===== src/rtl/audio_sample_feeder.sv =====
// audio_sample_feeder
// Buffers signed audio samples in a small FIFO and releases one sample per
// programmable sample period. Each released sample becomes an offset-binary
// duty value for a downstream PWM stage. An empty buffer at a sample tick
// raises a sticky underrun flag, and the duty value is left unchanged.
module audio_sample_feeder #(
  parameter int BIT_WIDTH  = 8,
  parameter int FIFO_DEPTH = 16,
  parameter int DIV_WIDTH  = 16
) (
  input  logic                          clk,
  input  logic                          rst_n,
  input  logic                          enable,
  input  logic [DIV_WIDTH-1:0]          divider,
  input  logic                          s_valid,
  input  logic [BIT_WIDTH-1:0]          s_data,
  output logic                          s_ready,
  output logic [BIT_WIDTH:0]            duty,
  output logic [$clog2(FIFO_DEPTH):0]   level,
  output logic                          underrun,
  input  logic                          underrun_clr
);

  localparam int ADDR_W = $clog2(FIFO_DEPTH);
  localparam logic [ADDR_W:0]      LEVEL_FULL = (ADDR_W+1)'(FIFO_DEPTH);
  localparam logic [ADDR_W:0]      LEVEL_ONE  = (ADDR_W+1)'(1);
  localparam logic [ADDR_W-1:0]    PTR_ONE    = ADDR_W'(1);
  localparam logic [DIV_WIDTH-1:0] COUNT_ONE  = DIV_WIDTH'(1);
  localparam logic [BIT_WIDTH:0]   MIDPOINT   = {2'b01, {(BIT_WIDTH-1){1'b0}}};

  logic [BIT_WIDTH-1:0] r_mem [FIFO_DEPTH];
  logic [ADDR_W-1:0]    r_wrPtr;
  logic [ADDR_W-1:0]    r_rdPtr;
  logic [ADDR_W:0]      r_level;
  logic [DIV_WIDTH-1:0] r_count;
  logic [BIT_WIDTH:0]   r_duty;
  logic                 r_underrun;

  logic                 w_tick;
  logic                 w_empty;
  logic                 w_push;
  logic                 w_pop;
  logic [BIT_WIDTH-1:0] w_head;
  logic [BIT_WIDTH:0]   w_headDuty;

  // Tick, handshake and conversion decode. The tick uses >= so that a divider
  // lowered below the running count fires at once instead of waiting for wrap.
  always_comb begin
    w_empty    = (r_level == '0);
    s_ready    = (r_level != LEVEL_FULL);
    w_tick     = enable && (r_count >= divider);
    w_push     = s_valid && s_ready;
    w_pop      = w_tick && !w_empty;
    w_head     = r_mem[r_rdPtr];
    w_headDuty = {1'b0, ~w_head[BIT_WIDTH-1], w_head[BIT_WIDTH-2:0]};
  end

  // Sample storage; no reset, since entries are only read after being written.
  always_ff @(posedge clk) begin
    if (w_push) begin
      r_mem[r_wrPtr] <= s_data;
    end
  end

  // FIFO pointers and occupancy; a simultaneous push and pop leaves level as is.
  always_ff @(posedge clk or negedge rst_n) begin
    if (!rst_n) begin
      r_wrPtr <= '0;
      r_rdPtr <= '0;
      r_level <= '0;
    end else begin
      if (w_push) begin
        r_wrPtr <= r_wrPtr + PTR_ONE;
      end
      if (w_pop) begin
        r_rdPtr <= r_rdPtr + PTR_ONE;
      end
      case ({w_push, w_pop})
        2'b10:   r_level <= r_level + LEVEL_ONE;
        2'b01:   r_level <= r_level - LEVEL_ONE;
        default: r_level <= r_level;
      endcase
    end
  end

  // Sample-period counter, parked at zero while playback is stopped.
  always_ff @(posedge clk or negedge rst_n) begin
    if (!rst_n) begin
      r_count <= '0;
    end else if (!enable || w_tick) begin
      r_count <= '0;
    end else begin
      r_count <= r_count + COUNT_ONE;
    end
  end

  // Duty register: midpoint while stopped, new sample on a pop, else hold.
  always_ff @(posedge clk or negedge rst_n) begin
    if (!rst_n) begin
      r_duty <= MIDPOINT;
    end else if (!enable) begin
      r_duty <= MIDPOINT;
    end else if (w_pop) begin
      r_duty <= w_headDuty;
    end
  end

  // Sticky underrun flag; a new underrun outranks a clear in the same cycle.
  always_ff @(posedge clk or negedge rst_n) begin
    if (!rst_n) begin
      r_underrun <= 1'b0;
    end else if (w_tick && w_empty) begin
      r_underrun <= 1'b1;
    end else if (underrun_clr) begin
      r_underrun <= 1'b0;
    end
  end

  assign duty     = r_duty;
  assign level    = r_level;
  assign underrun = r_underrun;

endmodule


===== config.mk =====
export PLATFORM = sky130hd
export DESIGN_NAME = audio_sample_feeder
export DESIGN_NICKNAME = d
export VERILOG_FILES = /design/src/rtl/audio_sample_feeder.sv
export SDC_FILE = /design/constraint.sdc
export NUM_CORES = 1
export LEC_CHECK = 0
export BUFFER_PORTS_ARGS = -buffer_cell sky130_fd_sc_hd__buf_4
export CAP_MARGIN = 40
export CORE_AREA = 2 2 125 115
export DETAILED_ROUTE_END_ITERATION = 7
export DIE_AREA = 0 0 127 117
export GPL_ROUTABILITY_DRIVEN = 0
export GPL_TIMING_DRIVEN = 0
export PLACE_DENSITY = 0.74
export SLEW_MARGIN = 20
export SYNTH_ARGS = -nofsm -noshare
export SYNTH_HDL_FRONTEND = slang
export SYNTH_SLANG_ARGS = --single-unit

===== constraint.sdc =====
create_clock -name clk -period 3.2 [get_ports clk]
set_input_delay 0.64 -clock clk [delete_from_list [all_inputs] [get_ports clk]]
set_output_delay 0.64 -clock clk [all_outputs]
set_load 0.01 [all_outputs]

==> results of run 1 <==
## sequential cells by signal, indices dropped and copies added (netlist names)
signal / flops
duty: 8
level: 5
r_count: 16
r_mem: 128
r_rdPtr: 4
r_wrPtr: 4
underrun: 1
## stage by stage
step | setup WS (ns) | setup TNS [ns] | util (%) | hold WS [ns] | cells
floorplan | -0.0263 | -0.0263 | - | 0.344 | 432
global placement | -0.335 | -0.510 | 57.7 | 0.496 | 647
detailed placement | -0.428 | -0.812 | 57.8 | 0.511 | 647
CTS | 0.00736 | 0 | 62.6 | 0.181 | 686
global route | -0.00126 | -0.00126 | 63.3 | 0.212 | 695
finish | 0.145 | 0 | 63.3 | 0.170 | 695
## what timing repair did
item | 4_1_cts | 5_1_grt
pin swaps | 1 | 9
setup buffers | 8 | 6
endpoints found under the setup margin | 1 | 2
gates resized for setup | 3 | 6
## layer usage
metal,wire [um],global-route usage (%)
met3,1060,5.00
met5,0,0
met2,7290,34.7
met4,265,7.03
met1,5780,27.8
## logic make-up after synthesis
| kind of cell | synth area share (%) |
|---|---|
| muxes | 14.2 |
| adders and majority gates | 4.79 |
| xor gates and xnor gates | 3.04 |
| buffers and inverters | 3.60 |
| and+or+nand+nor | 5.96 |
| AOI/OAI and AO/OA | 1.75 |
| DFF | 66.6 |
| other | 0.0521 |
## cells in the final DEF, fill, tap and decap left out, drive strengths merged, types with 13 or more instances in the layout
cell type / instances
xor2: 13
buf: 73
dfrtp: 37
edfxtp: 128
ha: 26
mux4: 40
clkbuf: 23
nor2: 31
inv: 37
nand2: 24
## worst max-delay path: cells and delay by family, from the launching register on
kind	cells	cell delay, ns
buffers and inverters	4	0.31
AND/OR/NAND/NOR	6	0.95
AO/OA/AOI/OAI	2	0.19
XOR/XNOR	2	0.28
flip-flops	1	0.41
adder cells (fa/ha/maj)	3	0.80
## cells in the mapped netlist, drive strengths merged
cell type	count	share of area [%]
nand4	6	0.52
and2	3	0.26
nor3	4	0.28
dfrtp	37	13
a21oi	4	0.28
fa	1	0.28
nand2	24	1.3
nand2b	4	0.35
dfstp	1	0.36
mux4	40	13
clkbuf	6	0.31
o211ai	1	0.10
a211oi	1	0.10
or3	1	0.087
xnor2	12	1.5
a21o	2	0.21
o311a	1	0.14
a311oi	1	0.12
mux2	1	0.16
buf	13	1.6
nor4	1	0.087
edfxtp	128	53
and3	7	0.63
mux2i	8	1.1
o22ai	1	0.087
ha	26	4.5
nor2b	1	0.087
xor2	13	1.6
inv	33	1.7
and4	2	0.24
conb	1	0.052
o21ai	7	0.49
o21a	1	0.10
nor2	31	1.6
nand3	8	0.56
a2111oi	1	0.12
## power groups by stage
stage          combinational [mW]  sequential, mW  clock, mW
5_1_grt                     0.852            2.67       2.11
4_1_cts                     0.761            2.65       2.02
6_report                    0.768            2.65       2.00
3_3_place_gp                0.707            2.68          0
2_1_floorplan               0.456            2.68          0
3_5_place_dp                0.755            2.69          0
## final cells by class
class,count,area (um2),area share (%)
clock inverter,14,150,1.74
tap,172,215,2.49
clock buffer,17,425,4.92
timing repair buffer,60,450,5.21
buffer,19,148,1.71
sequential,166,4800,55.5
multi-input combinational,214,2310,26.8
inverter,33,139,1.61
## worst max path at each step
stage	endpoint	slack [ns]	from
floorplan	level[4]$_DFFE_PN0P_	-0.03	divider[9]
global placement	level[4]$_DFFE_PN0P_	-0.34	divider[9]
detailed placement	level[4]$_DFFE_PN0P_	-0.43	divider[9]
CTS	level[4]$_DFFE_PN0P_	0.007	r_count[14]$_DFF_PN0_
global route	level[4]$_DFFE_PN0P_	-0.001	r_count[14]$_DFF_PN0_
finish	level[4]$_DFFE_PN0P_	0.15	r_count[14]$_DFF_PN0_
==> reports/qor.yml, run 1 <==
status: "finished, final reports clean"
worstMarginPinSlew_ns: 0.801
cts_made_buffers: 17
portBuffers: 43
seq_power_share_pct: 48.9
drtIter0Drc: 342
grt_pass1_vias: 3946
drv_slew: 0
p_leak_nw: 3.34
period_needed_ns: 3.05
grt_pass1_wl_um: 22300
gr-total-overflow: 0
required_ns: 3.51
layout.nets: 567
max_stage_delay_ns: 0.41
hold_viol_final: 0
ff2ff_path_depth: 17
placed_area_um2: 7890
fp.dieArea_um2: 14900
path_clk_slew_ns: 0.06
power_mw: 5.42
crit_type: "flop to flop"
critPathMaxFanout: 4
synth_area_per_cell_um2: 16.7
p_switching_mw: 1.41
clock-sinks: 166
root_buffer: "clkbuf_16"
diodes: 0
die_x_um: 127
routed_wl_um: 14400
htreeDepth: 4
drc: 0
syn_area_um2: 7200
ctsHoldBuffers: 0
p_int_mw: 4.01
wl_per_cell_um: 20.7
maxSlewHeadroom_pct: 46.4
row_count: 41
synth_fp_nets: 488
viasPerCell: 5.62
p_comb_share_pct: 14.2
core_um2: 13600
yosys_register_bits: 166
die_y_um: 117
fin_crit_sh_pct: 95.5
switching_share_pct: 25.9
clock_skew_ns: 0.00824
ios: 45
drv_cap: 0
gr-usage-all-layers_pct: 20.9
area_growth_pct: 19.9
cts_tree: "yes"
start_util_pct: 52.8
setup.worst_path.end_class: "flop"
ys_seq_area_share_pct: 66.6
min_path_type: "input pin to async pin"
synth_warnings: 0
design_area_um2: 8640
fmax_mhz: 327
start_kind: "flop"
vias: 3905
syn_inst: 432
power_per_cell_area_nw_per_um2: 627
first_pass_iters: 4
clk_latency_ns: 0.43
reg2reg_to: "level[4]$_DFFE_PN0P_"
slowest_stage: "dfrtp_1"
vdd_drop_max_mv: 0.507
fillers: 955
clockBufferDepth: 2
cp.arrival_ns: 3.37
r2r_slack_ns: 0.15
setup_viol: 0
antenna_found_initial: 0
synth_cell_types: 43
r2r-start: "r_count[14]$_DFF_PN0_"
grt_max_degree: 39
final_layout_size_suffix_gt1_share_pct: 31.2
ant_nets: 0
path_cells: "ha_4 -> and4_4 -> nand4_1 -> or3_4 -> nand3_4 -> nand3_4 -> buf_12 -> inv_4 -> ha_4 -> inv_4 -> fa_2 -> inv_1 -> a21o_1 -> a21oi_2 -> xnor2_1 -> nor2_1 -> xor2_1"
hpwl_um: 9500
p_clk_share_pct: 37.0
Note: power is estimated with default switching activity, not from simulation.
==> run 2, diff against run 1 <==
BUFFER_PORTS_ARGS = unset   (was -buffer_cell sky130_fd_sc_hd__buf_4)
CORE_AREA = 2 2 124 114   (was 2 2 125 115)
DIE_AREA = 0 0 126 116   (was 0 0 127 117)
DONT_BUFFER_PORTS = 1   (was unset)
PLACE_DENSITY = 0.72   (was 0.74)
==> reports/qor.yml, run 2 (synthesis gave the netlist of run 1 again) <==
fin_crit_sh_pct: 95.3  # -0.19 points
required_ns: 3.55  # +0.04 ns
p_comb_share_pct: 12.3  # -1.9 points
path_cells: "ha_4 -> and4_4 -> o211ai_1 -> or3_4 -> nand3_4 -> nand3_4 -> inv_4 -> ha_4 -> inv_4 -> fa_2 -> inv_2 -> a21o_1 -> a21oi_2 -> xnor2_1 -> nor2_1 -> xor2_1"
hold_viol_final: 0  # unchanged
min_path_type: "input pin to async pin"
gr-usage-all-layers_pct: 20.4  # -0.47 points
final_layout_size_suffix_gt1_share_pct: 27.0  # -4.1 points
clock_skew_ns: 0.00530  # -0.00294 ns
setup_viol: 0  # unchanged
grt_pass1_wl_um: 21500  # -3.4%
drv_slew: 0  # unchanged
drc: 0  # unchanged
clk_latency_ns: 0.43  # about the same
largest_register_ffs: 128  # unchanged
viasPerCell: 5.71  # +1.6%
ant_nets: 0  # unchanged
area_growth_pct: 17.1
setup_ws_ns: 0.151  # +0.00610 ns
layout.nets: 532  # -6.2%
setup.worst_path.end_class: "flop"
fin_util_pct: 63.8  # +0.52 points
p_leak_nw: 3.19  # -4.3%
root_buffer: "clkbuf_16"
cts_made_buffers: 17  # unchanged
regMostFlops: "r_mem"
fmax_mhz: 328  # +0.20%
power_mw: 5.54  # +2.2%
start_util_pct: 54.5  # +1.7 points
path_clk_slew_ns: 0.06  # about the same
routed_wl_um: 14000  # -2.6%
rsz0062_at_grt: "no"
htreeDepth: 4  # unchanged
vias: 3745  # -4.1%
clockBufferDepth: 2  # unchanged
hpwl_um: 9140  # -3.8%
layout_commonest_cell: "edfxtp_1"
switching_share_pct: 24.0  # -1.9 points
gr-total-overflow: 0  # unchanged
die_x_um: 126  # -0.79%
crit_type: "flop to flop"
status: "finished, final reports clean"
clock-sinks: 166  # unchanged
p_int_mw: 4.21  # +4.8%
fillers: 905  # -5.2%
grt_max_degree: 38  # -2.6%
power_per_cell_area_nw_per_um2: 657  # +4.6%
final_cell_mix: "edfxtp_1 (128), dfrtp_1 (33), nor2_1 (31), mux4_2 (31), buf_4 (28)"
p_clk_share_pct: 39.6  # +2.6 points
portBuffers: 0  # -100%
cp.arrival_ns: 3.40  # +0.03 ns
critPathMaxFanout: 4  # unchanged
p_switching_mw: 1.33  # -5.4%
ios: 45  # unchanged
worstMarginPinSlew_ns: 0.859  # +0.0583 ns
period_needed_ns: 3.05  # -0.00610 ns
vdd_drop_max_mv: 0.423  # -17%
grt_pass1_vias: 3822  # -3.1%
row_count: 40  # -2.4%
fp.dieArea_um2: 14600  # -1.6%
start_kind: "flop"
pre_cts_ws_ns: -0.278  # +0.150 ns
seq_power_share_pct: 48.1  # -0.8 points
core_um2: 13200  # -3.2%
die_y_um: 116  # -0.85%
wl_per_cell_um: 21.4  # +3.2%
maxSlewHeadroom_pct: 42.5  # -3.9 points
slowest_stage: "dfrtp_2"
first_pass_iters: 5  # +1
antenna_found_initial: 0  # unchanged
cts_tree: "yes"
diodes: 0  # unchanged
drtIter0Drc: 235  # -31%
drv_cap: 0  # unchanged
holdWs_ns: 0.0439  # -0.127 ns
max_stage_delay_ns: 0.43  # +0.02 ns
[run 2: cell type report]
type | count | area (um2) | area share [%]
Clock buffer | 18 | 429 | 5.09
Timing Repair Buffer | 26 | 208 | 2.46
Buffer | 18 | 128 | 1.51
Inverter | 33 | 139 | 1.65
Multi-Input combinational cell | 214 | 2310 | 27.4
Clock inverter | 13 | 206 | 2.45
Sequential cell | 166 | 4800 | 56.9
Tap cell | 168 | 210 | 2.49
[run 2: power by group through the flow]
stage | registers [mW] | logic (mW) | clock network (mW)
6_report | 2.66 | 0.682 | 2.19
5_1_grt | 2.68 | 0.755 | 2.31
4_1_cts | 2.67 | 0.659 | 2.22
3_5_place_dp | 2.71 | 0.643 | 0
3_3_place_gp | 2.70 | 0.583 | 0
2_1_floorplan | 2.68 | 0.456 | 0
[run 2: path summary, 6_finish.rpt]
| kind | startpoint | to | slack (ns) | depth (start not counted) |
|---|---|---|---|---|
| setup / recovery | r_count[11]$_DFF_PN0_ | level[4]$_DFFE_PN0P_ | 0.15 | 16 |
| hold / removal | rst_n | level[0]$_DFFE_PN0P_ | 0.04 | 1 |
| setup reg to reg | r_count[11]$_DFF_PN0_ | level[4]$_DFFE_PN0P_ | 0.15 | 16 |
| hold reg to reg | r_count[0]$_DFF_PN0_ | r_count[0]$_DFF_PN0_ | 0.49 | 1 |
| max in group asynchronous | rst_n | r_count[9]$_DFF_PN0_ | 2.94 | 1 |
| min in group clk | s_data[1] | r_mem[10][1]$_DFFE_PP_ | 0.31 | 0 |
[run 2: worst max-delay path, delay by kind of cell, from the launching register on]
kind            cells  cell delay, ns
xor+xnor            2            0.27
compound gates      3            0.28
flops               1            0.43
simple gates        5            1.01
fa+ha+maj           3            0.79
buf+inv             3            0.18
[run 2: timing repair]
item | in CTS | in global routing
gates cloned | 0 | 0
endpoints found under the hold margin | 37 | 0
hold buffers | 1 | 0
gates resized for setup | 4 | 8
pin swaps | 0 | 13
endpoints found under the setup margin | 1 | 2
buffers inserted | 4 | 9
[run 2: through the flow]
stage / instances / TNS [ns] / cell area [um2]
6_report: 656 / 0 / 8440
5_1_grt: 656 / 0 / 8440
4_1_cts: 642 / 0 / 8310
3_5_place_dp: 606 / -0.424 / 7610
3_3_place_gp: 600 / -0.311 / 7540
2_1_floorplan: 432 / -0.0263 / 7330
[run 2: metal layers]
metal | GRT usage, % | share of wire (%) | vias up
li1 | - | - | 1714
met2 | 31.7 | 47 | 113
met1 | 28.2 | 45 | 1902
met5 | 0 | 0 | -
met4 | 6.74 | 1.3 | 0
met3 | 6.05 | 6.8 | 16
